--- config.mk ---
export PLATFORM = sky130hd
export DESIGN_NAME = bus_cmd_master_flat
export DESIGN_NICKNAME = d
export VERILOG_FILES = /design/src/rtl/bus_if.sv /design/src/rtl/bus_cmd_master.sv /design/src/flat_wrapper.sv
export SDC_FILE = /design/constraint.sdc
export NUM_CORES = 1
export LEC_CHECK = 0
export CAP_MARGIN = 0
export CORE_MARGIN = 2
export CORE_UTILIZATION = 45
export CTS_BUF_LIST = sky130_fd_sc_hd__clkbuf_4 sky130_fd_sc_hd__clkbuf_8 sky130_fd_sc_hd__clkbuf_16
export DETAILED_ROUTE_END_ITERATION = 8
export PLACE_DENSITY = 0.86
export SLEW_MARGIN = 30
export SYNTH_ARGS = -nofsm -noshare
export SYNTH_HDL_FRONTEND = slang
export SYNTH_SLANG_ARGS = --single-unit
--- constraint.sdc ---
create_clock -name clk_i -period 5.4 [get_ports clk_i]
set_input_delay 1.35 -clock clk_i [delete_from_list [all_inputs] [get_ports clk_i]]
set_output_delay 1.35 -clock clk_i [all_outputs]
set_load 0.05 [all_outputs]
--- src/rtl/bus_if.sv ---
// rtl/bus_if.sv - peripheral bus signal bundle shared by initiators and responders
interface bus_if;
    logic        req;
    logic        we;
    logic [31:0] addr;
    logic [31:0] wdata;
    logic        gnt;
    logic        rvalid;
    logic [31:0] rdata;
    logic        err;

    modport master (
        output req, we, addr, wdata,
        input  gnt, rvalid, rdata, err
    );

    modport slave (
        input  req, we, addr, wdata,
        output gnt, rvalid, rdata, err
    );
endinterface

--- src/rtl/bus_cmd_master.sv ---
// rtl/bus_cmd_master.sv - single-outstanding command initiator for bus_if
module bus_cmd_master #(
    parameter int unsigned TIMEOUT_CYCLES = 16
) (
    input  logic        clk_i,
    input  logic        rst_ni,
    input  logic        cmd_valid_i,
    output logic        cmd_ready_o,
    input  logic        cmd_we_i,
    input  logic [31:0] cmd_addr_i,
    input  logic [31:0] cmd_wdata_i,
    output logic        rsp_valid_o,
    input  logic        rsp_ready_i,
    output logic [31:0] rsp_rdata_o,
    output logic        rsp_err_o,
    output logic        rsp_timeout_o,
    output logic        busy_o,
    bus_if.master       bus
);

    localparam logic [1:0] ST_IDLE = 2'd0;
    localparam logic [1:0] ST_REQ  = 2'd1;
    localparam logic [1:0] ST_WAIT = 2'd2;
    localparam logic [1:0] ST_RESP = 2'd3;

    // Counter value seen during the TIMEOUT_CYCLES-th REQ/WAIT cycle.
    localparam logic [7:0] TO_LAST = 8'(TIMEOUT_CYCLES - 1);

    logic [1:0]  state_q, state_d;
    logic        we_q, we_d;
    logic [31:0] addr_q, addr_d;
    logic [31:0] wdata_q, wdata_d;
    logic [7:0]  cnt_q, cnt_d;
    logic [31:0] rdata_q, rdata_d;
    logic        err_q, err_d;
    logic        tout_q, tout_d;
    logic        expired;
    logic        req;

    assign req           = (state_q == ST_REQ);
    assign cmd_ready_o   = (state_q == ST_IDLE) && rst_ni;
    assign busy_o        = (state_q != ST_IDLE);
    assign rsp_valid_o   = (state_q == ST_RESP);
    assign rsp_rdata_o   = rdata_q;
    assign rsp_err_o     = err_q;
    assign rsp_timeout_o = tout_q;

    // Address/data lines are zeroed whenever no request is on the bus.
    assign bus.req   = req;
    assign bus.we    = req ? we_q : 1'b0;
    assign bus.addr  = req ? addr_q : 32'h0;
    assign bus.wdata = req ? wdata_q : 32'h0;

    // Next-state, command latch, timeout counter and response capture.
    always_comb begin
        state_d = state_q;
        we_d    = we_q;
        addr_d  = addr_q;
        wdata_d = wdata_q;
        cnt_d   = cnt_q;
        rdata_d = rdata_q;
        err_d   = err_q;
        tout_d  = tout_q;
        // ">=" rather than "==": a grant on the last allowed cycle moves to
        // WAIT with the counter already past the limit, so WAIT then expires
        // on its first cycle unless rvalid is there.
        expired = (cnt_q >= TO_LAST);
        case (state_q)
            ST_IDLE: begin
                if (cmd_valid_i && cmd_ready_o) begin
                    we_d    = cmd_we_i;
                    addr_d  = cmd_addr_i;
                    wdata_d = cmd_wdata_i;
                    cnt_d   = 8'd0;
                    state_d = ST_REQ;
                end
            end
            ST_REQ: begin
                cnt_d = cnt_q + 8'd1;
                if (bus.gnt) begin
                    state_d = ST_WAIT;
                end else if (expired) begin
                    rdata_d = 32'h0;
                    err_d   = 1'b0;
                    tout_d  = 1'b1;
                    state_d = ST_RESP;
                end
            end
            ST_WAIT: begin
                cnt_d = cnt_q + 8'd1;
                if (bus.rvalid) begin
                    rdata_d = we_q ? 32'h0 : bus.rdata;
                    err_d   = bus.err;
                    tout_d  = 1'b0;
                    state_d = ST_RESP;
                end else if (expired) begin
                    rdata_d = 32'h0;
                    err_d   = 1'b0;
                    tout_d  = 1'b1;
                    state_d = ST_RESP;
                end
            end
            ST_RESP: begin
                if (rsp_ready_i) begin
                    state_d = ST_IDLE;
                end
            end
            default: begin
                state_d = ST_IDLE;
            end
        endcase
    end

    // State and datapath registers with synchronous active-low reset.
    always_ff @(posedge clk_i) begin
        if (!rst_ni) begin
            state_q <= ST_IDLE;
            we_q    <= 1'b0;
            addr_q  <= 32'h0;
            wdata_q <= 32'h0;
            cnt_q   <= 8'd0;
            rdata_q <= 32'h0;
            err_q   <= 1'b0;
            tout_q  <= 1'b0;
        end else begin
            state_q <= state_d;
            we_q    <= we_d;
            addr_q  <= addr_d;
            wdata_q <= wdata_d;
            cnt_q   <= cnt_d;
            rdata_q <= rdata_d;
            err_q   <= err_d;
            tout_q  <= tout_d;
        end
    end

endmodule

--- src/flat_wrapper.sv ---
// flat-port wrapper written by rule: the top's interface ports become plain ports
module bus_cmd_master_flat 
#(
    parameter int unsigned TIMEOUT_CYCLES = 16
)
  (clk_i, rst_ni, cmd_valid_i, cmd_ready_o, cmd_we_i, cmd_addr_i, cmd_wdata_i, rsp_valid_o, rsp_ready_i, rsp_rdata_o, rsp_err_o, rsp_timeout_o, busy_o, bus_req, bus_we, bus_addr, bus_wdata, bus_gnt, bus_rvalid, bus_rdata, bus_err);
  bus_if bus_i ();
  input  logic clk_i;
  input  logic rst_ni;
  input  logic cmd_valid_i;
  output logic cmd_ready_o;
  input  logic cmd_we_i;
  input  logic [31:0] cmd_addr_i;
  input  logic [31:0] cmd_wdata_i;
  output logic rsp_valid_o;
  input  logic rsp_ready_i;
  output logic [31:0] rsp_rdata_o;
  output logic rsp_err_o;
  output logic rsp_timeout_o;
  output logic busy_o;
  output wire logic [$bits(bus_i.req)-1:0] bus_req;
  output wire logic [$bits(bus_i.we)-1:0] bus_we;
  output wire logic [$bits(bus_i.addr)-1:0] bus_addr;
  output wire logic [$bits(bus_i.wdata)-1:0] bus_wdata;
  input wire logic [$bits(bus_i.gnt)-1:0] bus_gnt;
  input wire logic [$bits(bus_i.rvalid)-1:0] bus_rvalid;
  input wire logic [$bits(bus_i.rdata)-1:0] bus_rdata;
  input wire logic [$bits(bus_i.err)-1:0] bus_err;
  assign bus_req = bus_i.req;
  assign bus_we = bus_i.we;
  assign bus_addr = bus_i.addr;
  assign bus_wdata = bus_i.wdata;
  assign bus_i.gnt = bus_gnt;
  assign bus_i.rvalid = bus_rvalid;
  assign bus_i.rdata = bus_rdata;
  assign bus_i.err = bus_err;
  bus_cmd_master #(.TIMEOUT_CYCLES(TIMEOUT_CYCLES)) u_core (.clk_i(clk_i), .rst_ni(rst_ni), .cmd_valid_i(cmd_valid_i), .cmd_ready_o(cmd_ready_o), .cmd_we_i(cmd_we_i), .cmd_addr_i(cmd_addr_i), .cmd_wdata_i(cmd_wdata_i), .rsp_valid_o(rsp_valid_o), .rsp_ready_i(rsp_ready_i), .rsp_rdata_o(rsp_rdata_o), .rsp_err_o(rsp_err_o), .rsp_timeout_o(rsp_timeout_o), .busy_o(busy_o), .bus(bus_i));
endmodule
Yosys cells after proc, flatten, opt, wreduce, memory -nomap -nowiden. Cells that the tools add are included.

Add/subtract/negate cells: 1. $lt $le $gt $ge: 1. Equality and inequality tests: 6. Mux-type cells: 24. Reduce and logical (&&, ||, !) cells: 11.

Operators by type and width (count): $mux W32 (6); $pmux W32 S2 (1); $pmux W8 S2 (1); $mux W2 (5); $add A8 B1 Y8 const B (1); $ge A8 B4 Y1 const B (1); $mux W8 (1); $pmux W2 S4 (1); $reduce_and A2 Y1 (4); $mux W1 (7); $reduce_bool A2 Y1 (3); $eq A2 B2 Y1 const B (2); $ne A2 B2 Y1 const B (2); $pmux W1 S2 (2); $eq A2 B1 Y1 const B (1); $logic_and A1 B1 Y1 (2); $logic_not A2 Y1 (1); $ne A2 B1 Y1 const B (1); $reduce_or A2 Y1 (1).

Flip-flop bits (word level): 109. Input bits: 104. Output and inout bits: 103. Word-level logic and storage cells: 51.

Longest topological paths before layout.
Word-level depth: 5. Depth in mapped cells: 8. Gate-level depth less buffers: 5.

Least setup slack after synthesis. OpenSTA, ideal clock, no wires.

Path type: in2out. From: input port rst_ni. To: output port cmd_ready_o. Data arrival time: 2238 ps. Required time: 4050 ps. Setup slack: 1812 ps. Cell stages on the path: 3. Buffers on the path: 1. Cells stage by stage: buf_2 inv_2 nor2_1.

Cells in the longest elaborated chain, start to end: 1.

RTL lines: start: declaration (line flat_wrapper.sv:9) `input logic rst_ni;`; $logic_and A1 B1 Y1 (line bus_cmd_master.sv:41) `assign cmd_ready_o = (state_q == ST_IDLE) && rst_ni;`; end: declaration (line flat_wrapper.sv:11) `output logic cmd_ready_o;`.

No other way between the ends.

Worst setup path in the final report.
From: register u_core.state_q[1]. To: output port bus_we.

Cells in the longest elaborated chain, start to end: 2.

RTL lines: start: declaration (line bus_cmd_master.sv:29) `logic [1:0] state_q, state_d;`; start signal: assignment (line bus_cmd_master.sv:126) `state_q <= state_d;`; $eq A2 B1 Y1 (line bus_cmd_master.sv:40) `assign req = (state_q == ST_REQ);`; $mux W1 (line bus_cmd_master.sv:50) `assign bus.we = req ? we_q : 1'b0;`; end: declaration (line flat_wrapper.sv:22) `output wire logic [$bits(bus_i.we)-1:0] bus_we;`.

No other way between the ends.

==> results.md <==
* Clock root buffer: clkbuf_8
* Min-delay worst type: flip-flop to flip-flop
* Status: completed
* Syn_area_per_cell at 8.60 sq um
* Post-CTS setup buffers at 0
* First-pass GRT wire length at 20.5 mm
* Final min period at 3.89 ns
* CTS buffer count at 9
* Post-route ant nets at 0
* Sequential cell area fraction in the yosys report at 48.6%
* TNS Setup at 0 ns
* LEAKAGE at 2.76 nW
* Worst path top cell family by delay: buffers and inverters
* N_diodes at 0
* CP required at 4.05 ns
* Final WL at 12.5 mm
* # resized after CTS at 0
* Vias per inst at 5.15
* Clock-pin slew on the worst setup and hold paths at 0.10 ns
* Top FF cell, synth: dfxtp_1
* Pwr Density at 283 mW/mm^2
* Post-route clock skew at 0.00938 ns
* CTS max path bufs at 2
* EDFF count, synth at 0
* Number of global-route vias before repair at 4,179
* Total gr overflow at 0
* Max incr delay on CP at 0.81 ns
* Syn nets at 633
* Crit start category: flip-flop
* Final hold vios at 0
* Max Cap Viol at 0
* Initial Utilization at 46.1%
* Most frequent cell after synthesis: nand2_1
* Layout Nets at 813
* Largest net degree at the start of global routing at 81
* Drt pass-1 iters at 4
* Synth warn at 0
* Pins Over Slew Limit at 0
* DP HPWL at 8.48 mm
* Vias post-DR at 4,328
* Area Overhead vs Synth at 51.9%
* Worst vdd ir at 0.000213 V
* DR WL/cell at 14.9 um
* CP endpoint kind: primary output
* CTS tree: yes
* Synthesized area at 0.00449 sq mm
* Slew headroom at 39.2%
* GP Congestion at 0.837
* HP Start: u_core.wdata_q[26]
* Count of cell types in the netlist at 36
* H-Tree Depth at 3
* Chip Width at 104 um
* Worst-Margin Slew at 0.912 ns
* Top cell type's share of synthesized area at 48.6%
* Die Ht at 104 um
* # rows at 36
* Clock Sinks at 109
* Critical Path AT at 2.54 ns
* Seq cells post-synth at 109
* Starting DRC count in detailed routing at 298
* Setup violators final at 0
* Layout cells sized above 1 at 4.38%
* IO Port Bufs at 206
* Initial antenna violation count at 0
* GR Util All Layers at 22.9%
* Critical path launch point: u_core.state_q[1]
* Fin crit share at 72.1%
* RR Startpoint: u_core.state_q[1]
* Top cells by area, synth: dfxtp_1, nand2_1, and2_1, nand3_1, a32o_1
* Post-Synthesis Cells at 522
* Critical path buffer and inverter count at 2
* Slowest CP cell: clkdlybuf4s50_1
* # DRC at 0
* Hold-fix buffer count after cts at 0
* Crit Path Category: flip-flop to primary output
* Worst-Skew Late Latency at 0.36 ns
* CP Cell Sequence: inv_1 -> ha_4 -> and2_1 -> clkdlybuf4s50_1
* Core Box Area at 0.00973 sq mm
* Post-synth top area cell: dfxtp_1
* CP max FO at 71
* FFs w/ async S/R, synth at 0%
* RSZ-0062 raised after global routing: false
* IO Count at 207
* Die area at 0.0108 sq mm
* FMAX at 257 MHz
* Hold slack at 0.455 ns
* Top cells by count, synth: nand2_1, dfxtp_1, nand3_1
[registers in the layout, summed over array words and instances, names as in the netlist]
name                  flops
u_core.wdata_q           32
u_core.we_q               1
u_core.addr_q            32
u_core.rsp_timeout_o      1
u_core.cnt_q              8
u_core.rsp_rdata_o       32
u_core.rsp_err_o          1
u_core.state_q            2
[layout by cell type, fill, tap and decap left out, drive strengths merged]
master         count
ha                 7
or3                1
nor3               3
clkbuf             9
nand3             77
buf                5
or4                1
nor2b              1
a211oi             4
nor4               1
a211o              1
inv               10
a32o              33
a2111oi            1
clkdlybuf4s50    205
a31oi              1
o2111ai            2
bufinv             2
mux2i              5
nand3b             7
o22ai              1
nand2            135
a21bo              1
a21boi             2
clkinvlp           2
nand2b             3
and3               2
a21oi              4
a22oi              1
dfxtp            109
nand4              1
and2              67
o221ai             1
nor2               1
o32ai              1
[worst paths after layout]
path / endpoint / slack, ns / cells past startpoint
worst min-delay path: u_core.wdata_q[26] / 0.45 / 2
worst max register to register: u_core.rsp_timeout_o / 2.82 / 6
worst min register to register: u_core.wdata_q[26] / 0.45 / 2
worst max-delay path: bus_we / 1.51 / 4
[per-stage QoR]
| step | util (%) | area [sq um] | total power [mW] | instances | setup WS (ns) |
|---|---|---|---|---|---|
| finish | 70.1 | 6820 | 1.93 | 840 | 1.51 |
| global placement | 67.6 | 6580 | 1.38 | 824 | 1.60 |
| global route | 70.1 | 6820 | 2.02 | 840 | 1.37 |
| detailed placement | 67.7 | 6590 | 1.40 | 824 | 1.60 |
| floorplan | - | 4490 | 1.20 | 522 | 1.81 |
| CTS | 70.1 | 6820 | 1.95 | 840 | 1.49 |
[power breakdown]
group          internal, mW  switching [mW]
registers             0.863          0.0319
clock network         0.268           0.284
logic                 0.189           0.296
[worst min-delay path: stages, from the launching register on]
cell and delay [ns]:
dfxtp_1 0.32, nand3_1 0.06, nand2_1 0.04
[layer usage]
layer	vias to the layer above	share of wire (%)	GRT usage, %
met5	-	0	0
met4	0	2.0	7.72
met3	22	6.4	4.89
met2	169	50	39.8
met1	2000	42	28.1
li1	2137	-	-
[cells by family after synthesis]
kind of cell               share of synthesized area (%)
AOI/OAI and AO/OA                                   11.2
adders and majority gates                           1.95
buffers and inverters                               4.66
DFF                                                 48.6
muxes                                               1.12
and+or+nand+nor                                     32.5
[area by class of cell]
| class | instances | area [sq um] |
|---|---|---|
| clock inverter | 7 | 104 |
| multi-input combinational | 365 | 2130 |
| timing repair buffer | 210 | 2090 |
| tap | 133 | 166 |
| clock buffer | 9 | 124 |
| fill | 776 | 2910 |
| sequential | 109 | 2180 |
| inverter | 7 | 26.3 |
Power figures use the tool's default switching activity.
